===== src/rtl/regex_ctrl_pkg.sv =====
// ============================================================================
// Module  : regex_ctrl_pkg
// Brief   : Shared state encoding and default parameters for regex_stream_ctrl.
// Revision: 1.0 - initial release
// ============================================================================
`default_nettype none

package regex_ctrl_pkg;

    localparam int DEF_POS_W        = 32;
    localparam int DEF_START_CYCLES = 2;
`ifdef REGEX_CTRL_TIMEOUT_EN
    localparam int DEF_TIMEOUT_CYCLES = 1024;
`endif

    typedef enum logic [2:0] {
        ST_IDLE   = 3'd0,
        ST_LAUNCH = 3'd1,
        ST_WAIT   = 3'd2,
        ST_CHECK  = 3'd3,
        ST_REPORT = 3'd4,
        ST_NEXT   = 3'd5,
        ST_DONE   = 3'd6
    } state_t;

endpackage

`default_nettype wire


===== src/rtl/regex_result_reg.sv =====
// ============================================================================
// Module  : regex_result_reg
// Brief   : Match-result holding register (valid/ready) that drops repeats of
//           the previously reported span.
// Revision: 1.0 - initial release
// ============================================================================
`default_nettype none

module regex_result_reg
    import regex_ctrl_pkg::*;
#(
    parameter int POS_W = DEF_POS_W
) (
    input  logic             clk,
    input  logic             reset,
    input  logic             load_i,
    input  logic             match_i,
    input  logic [POS_W-1:0] start_i,
    input  logic [POS_W-1:0] end_i,
    output logic             is_new_o,
    input  logic             res_ready_i,
    output logic             res_valid_o,
    output logic [POS_W-1:0] res_start_o,
    output logic [POS_W-1:0] res_end_o
);

    logic             have_prev_q;
    logic             res_valid_q;
    logic [POS_W-1:0] res_start_q;
    logic [POS_W-1:0] res_end_q;

    // The held result doubles as the previous span: it is only overwritten by a new one.
    assign is_new_o = match_i &&
                      (!have_prev_q || (start_i != res_start_q) || (end_i != res_end_q));

    always_ff @(posedge clk) begin
        if (!reset) begin
            have_prev_q <= 1'b0;
            res_valid_q <= 1'b0;
            res_start_q <= '0;
            res_end_q   <= '0;
        end else begin
            if (load_i && is_new_o) begin
                have_prev_q <= 1'b1;
                res_valid_q <= 1'b1;
                res_start_q <= start_i;
                res_end_q   <= end_i;
            end else if (res_valid_q && res_ready_i) begin
                res_valid_q <= 1'b0;
            end
        end
    end

    assign res_valid_o = res_valid_q;
    assign res_start_o = res_start_q;
    assign res_end_o   = res_end_q;

endmodule

`default_nettype wire


===== src/rtl/regex_stream_ctrl.sv =====
// ============================================================================
// Module  : regex_stream_ctrl
// Brief   : Byte-stream sequencer for a one-char-at-a-time regex detector.
//           Optional det_rdy watchdog enabled by macro REGEX_CTRL_TIMEOUT_EN.
// Revision: 1.0 - initial release
// ============================================================================
`default_nettype none

module regex_stream_ctrl
    import regex_ctrl_pkg::*;
#(
    parameter int POS_W        = DEF_POS_W,
    parameter int START_CYCLES = DEF_START_CYCLES
`ifdef REGEX_CTRL_TIMEOUT_EN
    ,
    parameter int TIMEOUT_CYCLES = DEF_TIMEOUT_CYCLES
`endif
) (
    input  logic             clk,
    input  logic             reset,
    input  logic             in_valid,
    input  logic [7:0]       in_char,
    input  logic             in_last,
    output logic             in_ready,
    output logic             det_start,
    output logic [7:0]       det_char,
    output logic             det_last,
    input  logic             det_rdy,
    input  logic             det_match,
    input  logic [POS_W-1:0] det_start_pos,
    input  logic [POS_W-1:0] det_end_pos,
    output logic             res_valid,
    input  logic             res_ready,
    output logic [POS_W-1:0] res_start,
    output logic [POS_W-1:0] res_end,
    output logic [POS_W-1:0] char_cnt,
    output logic             done,
    output logic             err
);

    localparam int               SC_W    = (START_CYCLES > 1) ? $clog2(START_CYCLES) : 1;
    localparam logic [SC_W-1:0]  SC_LAST = SC_W'(START_CYCLES - 1);
    localparam logic [SC_W-1:0]  SC_ONE  = SC_W'(1);
    localparam logic [POS_W-1:0] POS_ONE = POS_W'(1);

    state_t           state_q;
    logic             in_ready_q;
    logic             det_start_q;
    logic             done_q;
    logic [7:0]       det_char_q;
    logic             det_last_q;
    logic [SC_W-1:0]  launch_cnt_q;
    logic [POS_W-1:0] char_cnt_q;
    logic [POS_W-1:0] char_cnt_d;
    logic             match_q;
    logic [POS_W-1:0] mstart_q;
    logic [POS_W-1:0] mend_q;
    logic             is_new;
    logic             wait_timeout;

    assign char_cnt_d = (&char_cnt_q) ? char_cnt_q : (char_cnt_q + POS_ONE);

`ifdef REGEX_CTRL_TIMEOUT_EN
    localparam int TO_W = (TIMEOUT_CYCLES > 1) ? $clog2(TIMEOUT_CYCLES) : 1;

    logic [TO_W-1:0] wait_cnt_q;
    logic            err_q;

    assign wait_timeout = (state_q == ST_WAIT) && !det_rdy &&
                          (wait_cnt_q == TO_W'(TIMEOUT_CYCLES - 1));

    always_ff @(posedge clk) begin
        if (!reset) begin
            wait_cnt_q <= '0;
            err_q      <= 1'b0;
        end else begin
            if (state_q != ST_WAIT) begin
                wait_cnt_q <= '0;
            end else begin
                wait_cnt_q <= wait_cnt_q + TO_W'(1);
            end
            if (wait_timeout) begin
                err_q <= 1'b1;
            end
        end
    end

    assign err = err_q;
`else
    assign wait_timeout = 1'b0;
    assign err          = 1'b0;
`endif

    always_ff @(posedge clk) begin
        if (!reset) begin
            state_q      <= ST_IDLE;
            in_ready_q   <= 1'b1;
            det_start_q  <= 1'b0;
            done_q       <= 1'b0;
            det_char_q   <= '0;
            det_last_q   <= 1'b0;
            launch_cnt_q <= '0;
            char_cnt_q   <= '0;
            match_q      <= 1'b0;
            mstart_q     <= '0;
            mend_q       <= '0;
        end else begin
            case (state_q)
                ST_IDLE: begin
                    if (in_valid) begin
                        det_char_q   <= in_char;
                        det_last_q   <= in_last;
                        in_ready_q   <= 1'b0;
                        det_start_q  <= 1'b1;
                        launch_cnt_q <= '0;
                        state_q      <= ST_LAUNCH;
                    end
                end
                ST_LAUNCH: begin
                    if (launch_cnt_q == SC_LAST) begin
                        det_start_q <= 1'b0;
                        state_q     <= ST_WAIT;
                    end else begin
                        launch_cnt_q <= launch_cnt_q + SC_ONE;
                    end
                end
                ST_WAIT: begin
                    // A watchdog expiry is handled as a completed byte without a match.
                    if (det_rdy || wait_timeout) begin
                        if (!det_last_q) begin
                            char_cnt_q <= char_cnt_d;
                        end
                        match_q  <= det_rdy && det_match;
                        mstart_q <= det_start_pos;
                        mend_q   <= det_end_pos;
                        state_q  <= det_rdy ? ST_CHECK : ST_NEXT;
                    end
                end
                ST_CHECK: begin
                    state_q <= is_new ? ST_REPORT : ST_NEXT;
                end
                ST_REPORT: begin
                    if (res_valid && res_ready) begin
                        state_q <= ST_NEXT;
                    end
                end
                ST_NEXT: begin
                    if (det_last_q) begin
                        done_q  <= 1'b1;
                        state_q <= ST_DONE;
                    end else begin
                        in_ready_q <= 1'b1;
                        state_q    <= ST_IDLE;
                    end
                end
                ST_DONE: begin
                    state_q <= ST_DONE;
                end
                default: begin
                    state_q <= ST_IDLE;
                end
            endcase
        end
    end

    regex_result_reg #(
        .POS_W (POS_W)
    ) u_result (
        .clk         (clk),
        .reset       (reset),
        .load_i      (state_q == ST_CHECK),
        .match_i     (match_q),
        .start_i     (mstart_q),
        .end_i       (mend_q),
        .is_new_o    (is_new),
        .res_ready_i (res_ready),
        .res_valid_o (res_valid),
        .res_start_o (res_start),
        .res_end_o   (res_end)
    );

    assign in_ready  = in_ready_q;
    assign det_start = det_start_q;
    assign det_char  = det_char_q;
    assign det_last  = det_last_q;
    assign char_cnt  = char_cnt_q;
    assign done      = done_q;

endmodule

`default_nettype wire


===== config.mk =====
export PLATFORM = sky130hd
export DESIGN_NAME = regex_stream_ctrl
export DESIGN_NICKNAME = d
export VERILOG_FILES = /design/src/rtl/regex_ctrl_pkg.sv /design/src/rtl/regex_result_reg.sv /design/src/rtl/regex_stream_ctrl.sv
export SDC_FILE = /design/constraint.sdc
export NUM_CORES = 1
export LEC_CHECK = 0
export CORE_ASPECT_RATIO = 1.5
export CORE_MARGIN = 2
export CORE_UTILIZATION = 50
export CTS_CLUSTER_SIZE = 24
export DETAILED_ROUTE_END_ITERATION = 8
export MAX_ROUTING_LAYER = met4
export PLACE_DENSITY = 0.86
export SYNTH_ARGS = -nofsm -noshare
export SYNTH_HDL_FRONTEND = slang
export SYNTH_HIERARCHICAL = 1
export SYNTH_SLANG_ARGS = --single-unit

===== constraint.sdc =====
create_clock -name clk -period 3.5 [get_ports clk]
set_input_delay 1.05 -clock clk [delete_from_list [all_inputs] [get_ports clk]]
set_output_delay 1.05 -clock clk [all_outputs]
set_load 0.01 [all_outputs]

======== Yosys cells after proc, flatten, opt, wreduce, memory -nomap -nowiden ========
Cells that the tools add are included.
word-level totals
  ROM bits ................................ 0
  bits in writable memories ............... 0
  bits in registers ....................... 179
  input bits .............................. 79
  bits in latches ......................... 0
  memories kept ........................... 0
  word-level logic and storage cells ...... 69
  output and inout port bits .............. 110
operators by class
  multiply operators ...................... 0
  bitwise gates (word level) .............. 2
  muxes and demuxes ....................... 17
  shift-type cells ........................ 0
  $add $sub $neg .......................... 2
  order comparisons ....................... 0
  reduce and logical (&&, ||, !) cells .... 20
  divide/modulo/power cells ............... 0
  equal/unequal tests ..................... 13
operators by type and width
  cell                   number
  $ne 32x32->1           2
  $add 32x1->32 const B  1
  $reduce_and 32->1      1
  $pmux 3 s7             1
  $mux 3                 5
  $ne 2x2->1 const B     5
  $eq 3x3->1 const B     3
  $mux 1                 8
  $reduce_and 2->1       4
  $reduce_and 4->1       2
  $eq 3x2->1 const B     2
  $pmux 1 s2             3
  $reduce_and 3->1       2
  $reduce_bool 2->1      3
  $logic_and 1x1->1      4
  $eq 3x1->1 const B     1
  $logic_not 3->1        1
  $logic_or 1x1->1       2
  $not 1->1              2
  $add 1x1->1 const B    1
  $logic_not 1->1        1

======== Logic depth before layout (Yosys ltp) ========
Gate-level depths: netlist of the first run.
  depth in word-level cells ............... 6
  gate-level depth with buffers ........... 9
  mapped depth without buffers ............ 9

======== Hierarchy ========
The synthesis of the first run kept the hierarchy.
modules (own cells, without submodules)
  module             area an instance (sq um)  sequential area each (sq um)  cells each  times used
  regex_stream_ctrl  4546.9                    2262.2                        566         1
  regex_result_reg   3363.2                    1321.3                        392         1

======== Worst setup path before layout of the first run ========
OpenSTA, ideal clock, no wires.
  kind .................................... input-to-reg
  from .................................... input port det_rdy
  to ...................................... register char_cnt_q[20], in the netlist char_cnt[20]
  path slack .............................. 1.177 ns
  library setup time ...................... 0.070 ns
  buffers on the path ..................... 0
  cell stages on the path ................. 5
  required time ........................... 3.430 ns
  arrival time ............................ 2.252 ns
  cell sequence ........................... nand4bb_4 -> nor4_2 -> o211ai_2 -> or4_1 -> a21oi_1
between the ends
  longest elaborated chain between the ends .. 1
RTL lines
  element                     line                      source
  start, declared             regex_stream_ctrl.sv:28   input logic det_rdy,
  $reduce_and 4->1 (no line)  n/a
  end signal, assigned        regex_stream_ctrl.sv:131  char_cnt_q <= char_cnt_d;
  end, declared               regex_stream_ctrl.sv:53   logic [POS_W-1:0] char_cnt_q;
Every way passes these cells.
A chain may end at the register's enable or synchronous reset.

======== Worst setup path after layout of the first run ========
  from .................................... register u_result.res_end_q[4], in the netlist u_result/res_end_o[4]
  to ...................................... register u_result.have_prev_q
between the ends
  longest elaborated chain between the ends .. 4
RTL lines
  element                 line                    source
  start, declared         regex_result_reg.sv:30  logic [POS_W-1:0] res_end_q;
  start signal, assigned  regex_result_reg.sv:47  res_end_q <= end_i;
  $ne 32x32->1            regex_result_reg.sv:34  (!have_prev_q || (start_i != res_start_q) || (end_i != res_end_q));
  $logic_or 1x1->1        regex_result_reg.sv:34
  $logic_and 1x1->1       regex_result_reg.sv:33  assign is_new_o = match_i &&
  $logic_and 1x1->1       regex_result_reg.sv:43  if (load_i && is_new_o) begin
  end signal, assigned    regex_result_reg.sv:38  have_prev_q <= 1'b0;
  end signal, assigned    regex_result_reg.sv:44  have_prev_q <= 1'b1;
  end, declared           regex_result_reg.sv:27  logic have_prev_q;
Every way passes these cells.

==> results.py, run 1 <==
metrics = {
    "power_and_ir_drop": {
        "p_per_area_nw_per_um2": 401.5,
        "finalPower_mw": 4.197,
        "intPower_mw": 3.160,
        "power.share.switching_pct": 24.71,
        "irDropWorstVdd_mv": 0.2598,
        "p_seq_share_pct": 49.6,
        "leakage_nw": 3.321,
        "p_switching_mw": 1.037,
        "p_comb_share_pct": 6.3,
        "clockPowerShare_pct": 44.1,
    },
    "clock_network": {
        "post_cts_hold_buffer_count": 0,
        "post_cts_resized": 0,
        "root_buffer": "clkbuf_16",
        "cts_tree": "built",
        "numCtsBuffers": 17,
        "cts_setup_buffers": 0,
        "h-tree-depth": 4,
        "cts_buffer_depth": 2,
        "cts_sinks": 179,
        "clk_pin_slew_ps": 70,
        "clk_latency_ps": 420,
    },
    "timing": {
        "maxSlewViolCount": 0,
        "finalCritPeriodShare_pct": 80.61,
        "skew_ps": 9.795,
        "layout_setup_ws_ps": 678.8,
        "rsz0062_at_grt": "no",
        "fin_hold_ws_ps": 459.9,
        "final.min_clock_period_ps": 2821,
        "finalSetupViolCount": 0,
        "relSlewSlack_pct": 51.11,
        "fin_setup_tns_ps": 0,
        "worstMarginPinSlew_ps": 733.4,
        "hold_violations": 0,
        "max_freq_mhz": 354.5,
    },
    "grt": {
        "antenna_found_initial": 0,
        "grt_pass1_wl_um": 34730,
        "grt_pass1_vias": 6950,
        "grt_overflow": 0,
        "grt_start_max_net_pins": 143,
        "track_usage_pct": 26.83,
    },
    "place": {
        "place_ws_ps": 409.9,
        "placedCellCount": 1300,
        "postPlaceCellArea_um2": 9877,
        "port_buffers": 187,
        "gp_congestion": 0.9197,
        "dp_hpwl_um": 15560,
    },
    "yosys": {
        "synth.net_count": 1038,
        "async_flop_share_pct": 0,
        "synth_fa_ha_area_share_pct": 0.1582,
        "synthFlopType": "dfxtp_1",
        "synth_top_family_by_area": "simple AND/OR/NAND/NOR gates",
        "synth_seq_cells": 179,
        "syn_avg_cell_area_um2": 8.257,
        "synthCells": 958,
        "synth.area.mux_share_pct": 9.000,
        "netlist_area_um2": 7910,
        "synthDistinctLibCells": 59,
        "synth_compound_area_share_pct": 11.78,
        "synth-xor-area-share_pct": 5.204,
        "netlist.area_leader.share_pct": 45.30,
        "synth_top_cell_by_area": "dfxtp_1",
        "ys_seq_area_share_pct": 45.30,
        "synth_warnings": 6,
        "synth_edf_count": 0,
        "yosys-top-cells-area": "dfxtp_1, nand2_1, mux2i_1, a21oi_1, xnor2_1",
        "synthSimpleGateAreaFrac_pct": 23.71,
    },
    "detailed_routing": {
        "wl_per_cell_um": 16.81,
        "drc": 0,
        "drtAntennaViolNets": 0,
        "via_count": 7330,
        "drt_first_iter_violations": 432,
        "drt-total-wl_um": 22390,
        "drtPass1Iterations": 5,
        "vias_per_cell": 5.503,
    },
    "cells_and_area": {
        "finish.instance_area_um2": 10460,
        "area_growth_pct": 32.17,
        "final_util_pct": 67.21,
        "antennaDiodeCount": 0,
        "layout.cells.non_filler": 1332,
        "layout-drive-gt1-share_pct": 5.137,
        "finalNetCount": 1196,
    },
    "setup_path": {
        "crit_slowest_cell": "o41a_2",
        "crit_arrival_ps": 3130,
        "worstPathCellList": "xnor2_1, nand4_1, nor4_1, nand2_1, o41a_2, buf_12, o21a_1",
        "critical_path.startpoint_type": "flip-flop",
        "required_ps": 3810,
        "crit_type": "reg -> reg",
        "cpPeakStageDelay_ps": 670,
        "crit_fanout": 36,
        "endpoint_kind": "flip-flop",
    },
    "outcome": {
        "outcome": "completed",
    },
    "floorplanning": {
        "start_util_pct": 50.85,
        "design.die.area_um2": 16860,
        "die_w_um": 106.7,
        "num_io_pins": 189,
        "die_y_um": 158.0,
        "core_um2": 15550,
        "num_rows": 56,
    },
    "run": {
        "drv_cap": 0,
    },
    "hold_path": {
        "hp-class": "reg -> reg",
    },
}
[cells in the mapped netlist, types with 4 or more instances]
cell type	n
nand2_1	303
dfxtp_1	179
a21oi_1	101
mux2i_1	70
xnor2_1	40
clkbuf_1	36
inv_1	25
nand4_1	21
o21ai_0	21
or3_1	17
nor2_1	16
nand3_1	12
o31ai_1	9
buf_1	8
nor4_1	8
or4_1	8
xor2_1	7
buf_6	6
nand2b_1	5
o22ai_1	5
a22o_1	4
buf_2	4
[logic make-up (layout without fill, tap and decap cells)]
kind of cell             after synthesis  after routing
adder cells (fa/ha/maj)                1              1
buffers and inverters                 83            254
other                                  1              1
AO/OA/AOI/OAI                        162            162
flip-flops                           179            179
XOR/XNOR                              47             47
AND/OR/NAND/NOR                      414            414
multiplexers                          71             71
[final cells by class]
cell class                 count  area (um^2)
timing repair buffer         196         1987
sequential                   179         3583
tap                          203        254.0
inverter                      26        98.84
clock inverter                14        138.9
clock buffer                  18        439.2
fill                        1211         5100
multi-input combinational    696         3954
[critical path, delay by kind of cell (launching register included)]
| kind | cells | cell delay (ps) |
|---|---|---|
| DFF | 1 | 330 |
| AOI/OAI and AO/OA | 2 | 870 |
| xor gates and xnor gates | 1 | 390 |
| and+or+nand+nor | 3 | 790 |
| buffers and inverters | 1 | 310 |
[routing by layer]
layer / up-vias / wire (um) / GRT usage (%)
met5: - / 0 / -
met2: 296 / 11380 / 46.83
li1: 3558 / - / -
met3: 52 / 1606 / 5.805
met4: 0 / 728 / 10.51
met1: 3424 / 8678 / 29.80
[state kept, by name (all words and copies together), names as in the netlist]
name / count
in_ready: 1
match_q: 1
done: 1
det_char: 8
u_result/res_end_o: 32
det_start: 1
u_result/have_prev_q: 1
mstart_q: 32
u_result/res_valid_o: 1
mend_q: 32
char_cnt: 32
state_q: 3
u_result/res_start_o: 32
launch_cnt_q: 1
det_last: 1
[path summary, 6_finish.rpt]
check | slack, ps | depth (start not counted) | end | from
max | 680 | 7 | u_result/have_prev_q | u_result/res_end_o[4]
min | 460 | 2 | det_char[4] | det_char[4]
max reg2reg | 680 | 7 | u_result/have_prev_q | u_result/res_end_o[4]
min reg2reg | 460 | 2 | det_char[4] | det_char[4]
[power groups by stage]
stage | clock network [mW] | logic [mW] | registers [mW]
2_1_floorplan | 0 | 0.114 | 2.12
3_3_place_gp | 0 | 0.258 | 2.13
3_5_place_dp | 0 | 0.262 | 2.13
4_1_cts | 1.88 | 0.263 | 2.08
5_1_grt | 1.96 | 0.284 | 2.08
6_report | 1.85 | 0.263 | 2.08
[cells in the final DEF, fill, tap and decap left out, types with 9 or more instances in the layout]
cell             count
nand2_1            303
clkdlybuf4s50_1    186
dfxtp_1            179
a21oi_1            101
mux2i_1             70
xnor2_1             40
inv_1               25
nand4_1             21
o21ai_0             21
or3_1               17
clkbuf_16           17
nor2_1              16
nand3_1             12
o31ai_1              9
Note: power is estimated with default switching activity, not from simulation.
==> run 2: changes to the inputs <==
--- a/config.mk
+++ b/config.mk
@@ -7,11 +7,11 @@
 export LEC_CHECK = 0
 export CORE_ASPECT_RATIO = 1.5
 export CORE_MARGIN = 2
-export CORE_UTILIZATION = 50
+export CORE_UTILIZATION = 45
 export CTS_CLUSTER_SIZE = 24
 export DETAILED_ROUTE_END_ITERATION = 8
 export MAX_ROUTING_LAYER = met4
-export PLACE_DENSITY = 0.86
+export PLACE_DENSITY = 0.82
 export SYNTH_ARGS = -nofsm -noshare
 export SYNTH_HDL_FRONTEND = slang
 export SYNTH_HIERARCHICAL = 1
==> constraint.sdc (replaced) <==
create_clock -name clk -period 2.5 [get_ports clk]
set_input_delay 0.75 -clock clk [delete_from_list [all_inputs] [get_ports clk]]
set_output_delay 0.75 -clock clk [all_outputs]
set_load 0.01 [all_outputs]
==> results.py, run 2 (synthesized netlist as in run 1, its figures left out) <==
metrics = {
    "outcome": {
        "outcome": "completed",
    },
    "setup_path": {
        "worstPathCellList": "xnor2_1, buf_4, nand4_1, nor4_1, buf_4, nand4_1, o41a_2, buf_12, o21a_1",
        "required_ps": 2820,
        "crit_family": "compound AO/OA/AOI/OAI gates",
        "regToRegSetupSlack_ps": 70,
        "rr_worst_depth": 9,
        "critPathBufInv": 3,
        "cp_num_cells": 9,
        "r2r-start": "u_result/res_end_o[16]",
        "endpoint_kind": "flip-flop",
        "crit_arrival_ps": 2750,
        "crit_slowest_cell": "o41a_2",
        "crit_fanout": 35,
        "critical_path.startpoint_type": "flip-flop",
        "cpPeakStageDelay_ps": 570,
        "critPathLaunch": "u_result/res_end_o[16]",
        "crit_type": "reg -> reg",
    },
    "power_and_ir_drop": {
        "p_per_area_nw_per_um2": 558.4,
        "p_comb_share_pct": 6.4,
        "power.share.switching_pct": 22.64,
        "intPower_mw": 4.643,
        "p_seq_share_pct": 48.5,
        "p_switching_mw": 1.359,
        "clockPowerShare_pct": 45.1,
        "leakage_nw": 3.491,
        "irDropWorstVdd_mv": 0.4603,
    },
    "clock_network": {
        "h-tree-depth": 4,
        "cts_sinks": 179,
        "clk_latency_ps": 430,
        "cts_tree": "built",
        "clk_pin_slew_ps": 70,
        "numCtsBuffers": 17,
        "cts_setup_buffers": 0,
        "cts_buffer_depth": 2,
        "root_buffer": "clkbuf_16",
        "post_cts_hold_buffer_count": 0,
    },
    "cells_and_area": {
        "antennaDiodeCount": 0,
        "final_common_cell": "nand2_1",
        "layout-drive-gt1-share_pct": 7.752,
        "finish.instance_area_um2": 10750,
        "finalNetCount": 1228,
        "area_growth_pct": 35.91,
        "fillers": 1467,
        "final_util_pct": 62.23,
        "final_cell_mix": "nand2_1, clkdlybuf4s50_1, dfxtp_1",
    },
    "hold_path": {
        "hp-start": "det_char[1]",
        "min_path_cells": 2,
        "hp-class": "reg -> reg",
    },
    "timing": {
        "finalCritPeriodShare_pct": 97.12,
        "rsz0062_at_grt": "no",
        "hold_violations": 0,
        "relSlewSlack_pct": 49.00,
        "skew_ps": 13.99,
        "final.min_clock_period_ps": 2428,
        "finalSetupViolCount": 0,
        "worstMarginPinSlew_ps": 765.0,
        "maxSlewViolCount": 0,
        "max_freq_mhz": 411.8,
    },
    "detailed_routing": {
        "vias_per_cell": 5.427,
        "drt_first_iter_violations": 448,
        "drc": 0,
        "drt-total-wl_um": 23120,
        "drtPass1Iterations": 6,
        "wl_per_cell_um": 16.83,
        "drtAntennaViolNets": 0,
        "via_count": 7457,
    },
    "floorplanning": {
        "design.die.area_um2": 18680,
        "start_util_pct": 45.79,
        "num_rows": 59,
        "die_w_um": 112.3,
        "die_y_um": 166.4,
        "num_io_pins": 189,
        "core_um2": 17270,
    },
    "place": {
        "postPlaceCellArea_um2": 10140,
        "port_buffers": 187,
        "gp_congestion": 0.9743,
        "dp_hpwl_um": 16130,
    },
    "grt": {
        "grt_overflow": 0,
        "grt_pass1_vias": 7006,
        "track_usage_pct": 24.65,
        "grt_start_max_net_pins": 103,
        "grt_pass1_wl_um": 35780,
        "antenna_found_initial": 0,
    },
    "run": {
        "drv_cap": 0,
    },
}
## run 2: tightest hold or removal path, delay by kind of cell (launching register included)
kind	cells	cell delay [ps]
AOI/OAI and AO/OA	1	50
DFF	1	310
and+or+nand+nor	1	50
## run 2: metrics by stage
stage          hold WS, ps  setup TNS, ps  instances  total power, mW  worst slack [ps]
4_1_cts              456.0              0       1374            6.035             28.06
6_report             454.1              0       1374            6.003             71.88
5_1_grt              486.5              0       1374            6.193             14.47
2_1_floorplan        434.1              0        958            3.132             191.2
3_3_place_gp         440.0          -1184       1342            3.351            -120.2
3_5_place_dp         446.9          -3946       1342            3.355            -185.4
## run 2: worst paths after layout
check                          to
max          u_result/res_valid_o
min                   det_char[1]
max reg2reg  u_result/res_valid_o
min reg2reg           det_char[1]
## run 2: layout make-up
cell class / instances / area [um^2] / share of cell area, %
Multi-Input combinational cell: 696 / 3964 / 36.87
Sequential cell: 179 / 3583 / 33.33
Timing Repair Buffer: 228 / 2240 / 20.83
Clock buffer: 22 / 474.2 / 4.411
Tap cell: 213 / 266.5 / 2.479
Clock inverter: 10 / 123.9 / 1.152
Inverter: 26 / 98.84 / 0.9195
## run 2: power groups by stage
stage               clock (mW)  sequential (mW)  combinational [mW]
finish                    2.71             2.91               0.382
global route              2.87             2.91               0.411
CTS                       2.74             2.91               0.384
detailed placement           0             2.98               0.380
global placement             0             2.97               0.377
floorplan                    0             2.97               0.159
## run 2: metal layers
layer  global-route usage (%)  routed length, um  vias up
li1                         -                  -     3618
met1                    27.18               8861     3492
met2                    42.17              11920      288
met3                    6.168               1562       59
met4                    10.18                773        0
met5                        -                  0        -
## run 2: what timing repair did
| item | in CTS | in global routing |
|---|---|---|
| setup endpoints to repair | 66 | 59 |
| pin swaps | 0 | 2 |
| resized for setup | 2 | 1 |
==> run 3: changes to the inputs <==
--- a/config.mk
+++ b/config.mk
@@ -5,6 +5,7 @@
 export SDC_FILE = /design/constraint.sdc
 export NUM_CORES = 1
 export LEC_CHECK = 0
+export CAP_MARGIN = 20
 export CORE_ASPECT_RATIO = 1.5
 export CORE_MARGIN = 2
 export CORE_UTILIZATION = 45
==> results of run 3 <==
Same layout as run 2: the final DEF is identical, and so are final timing and power.
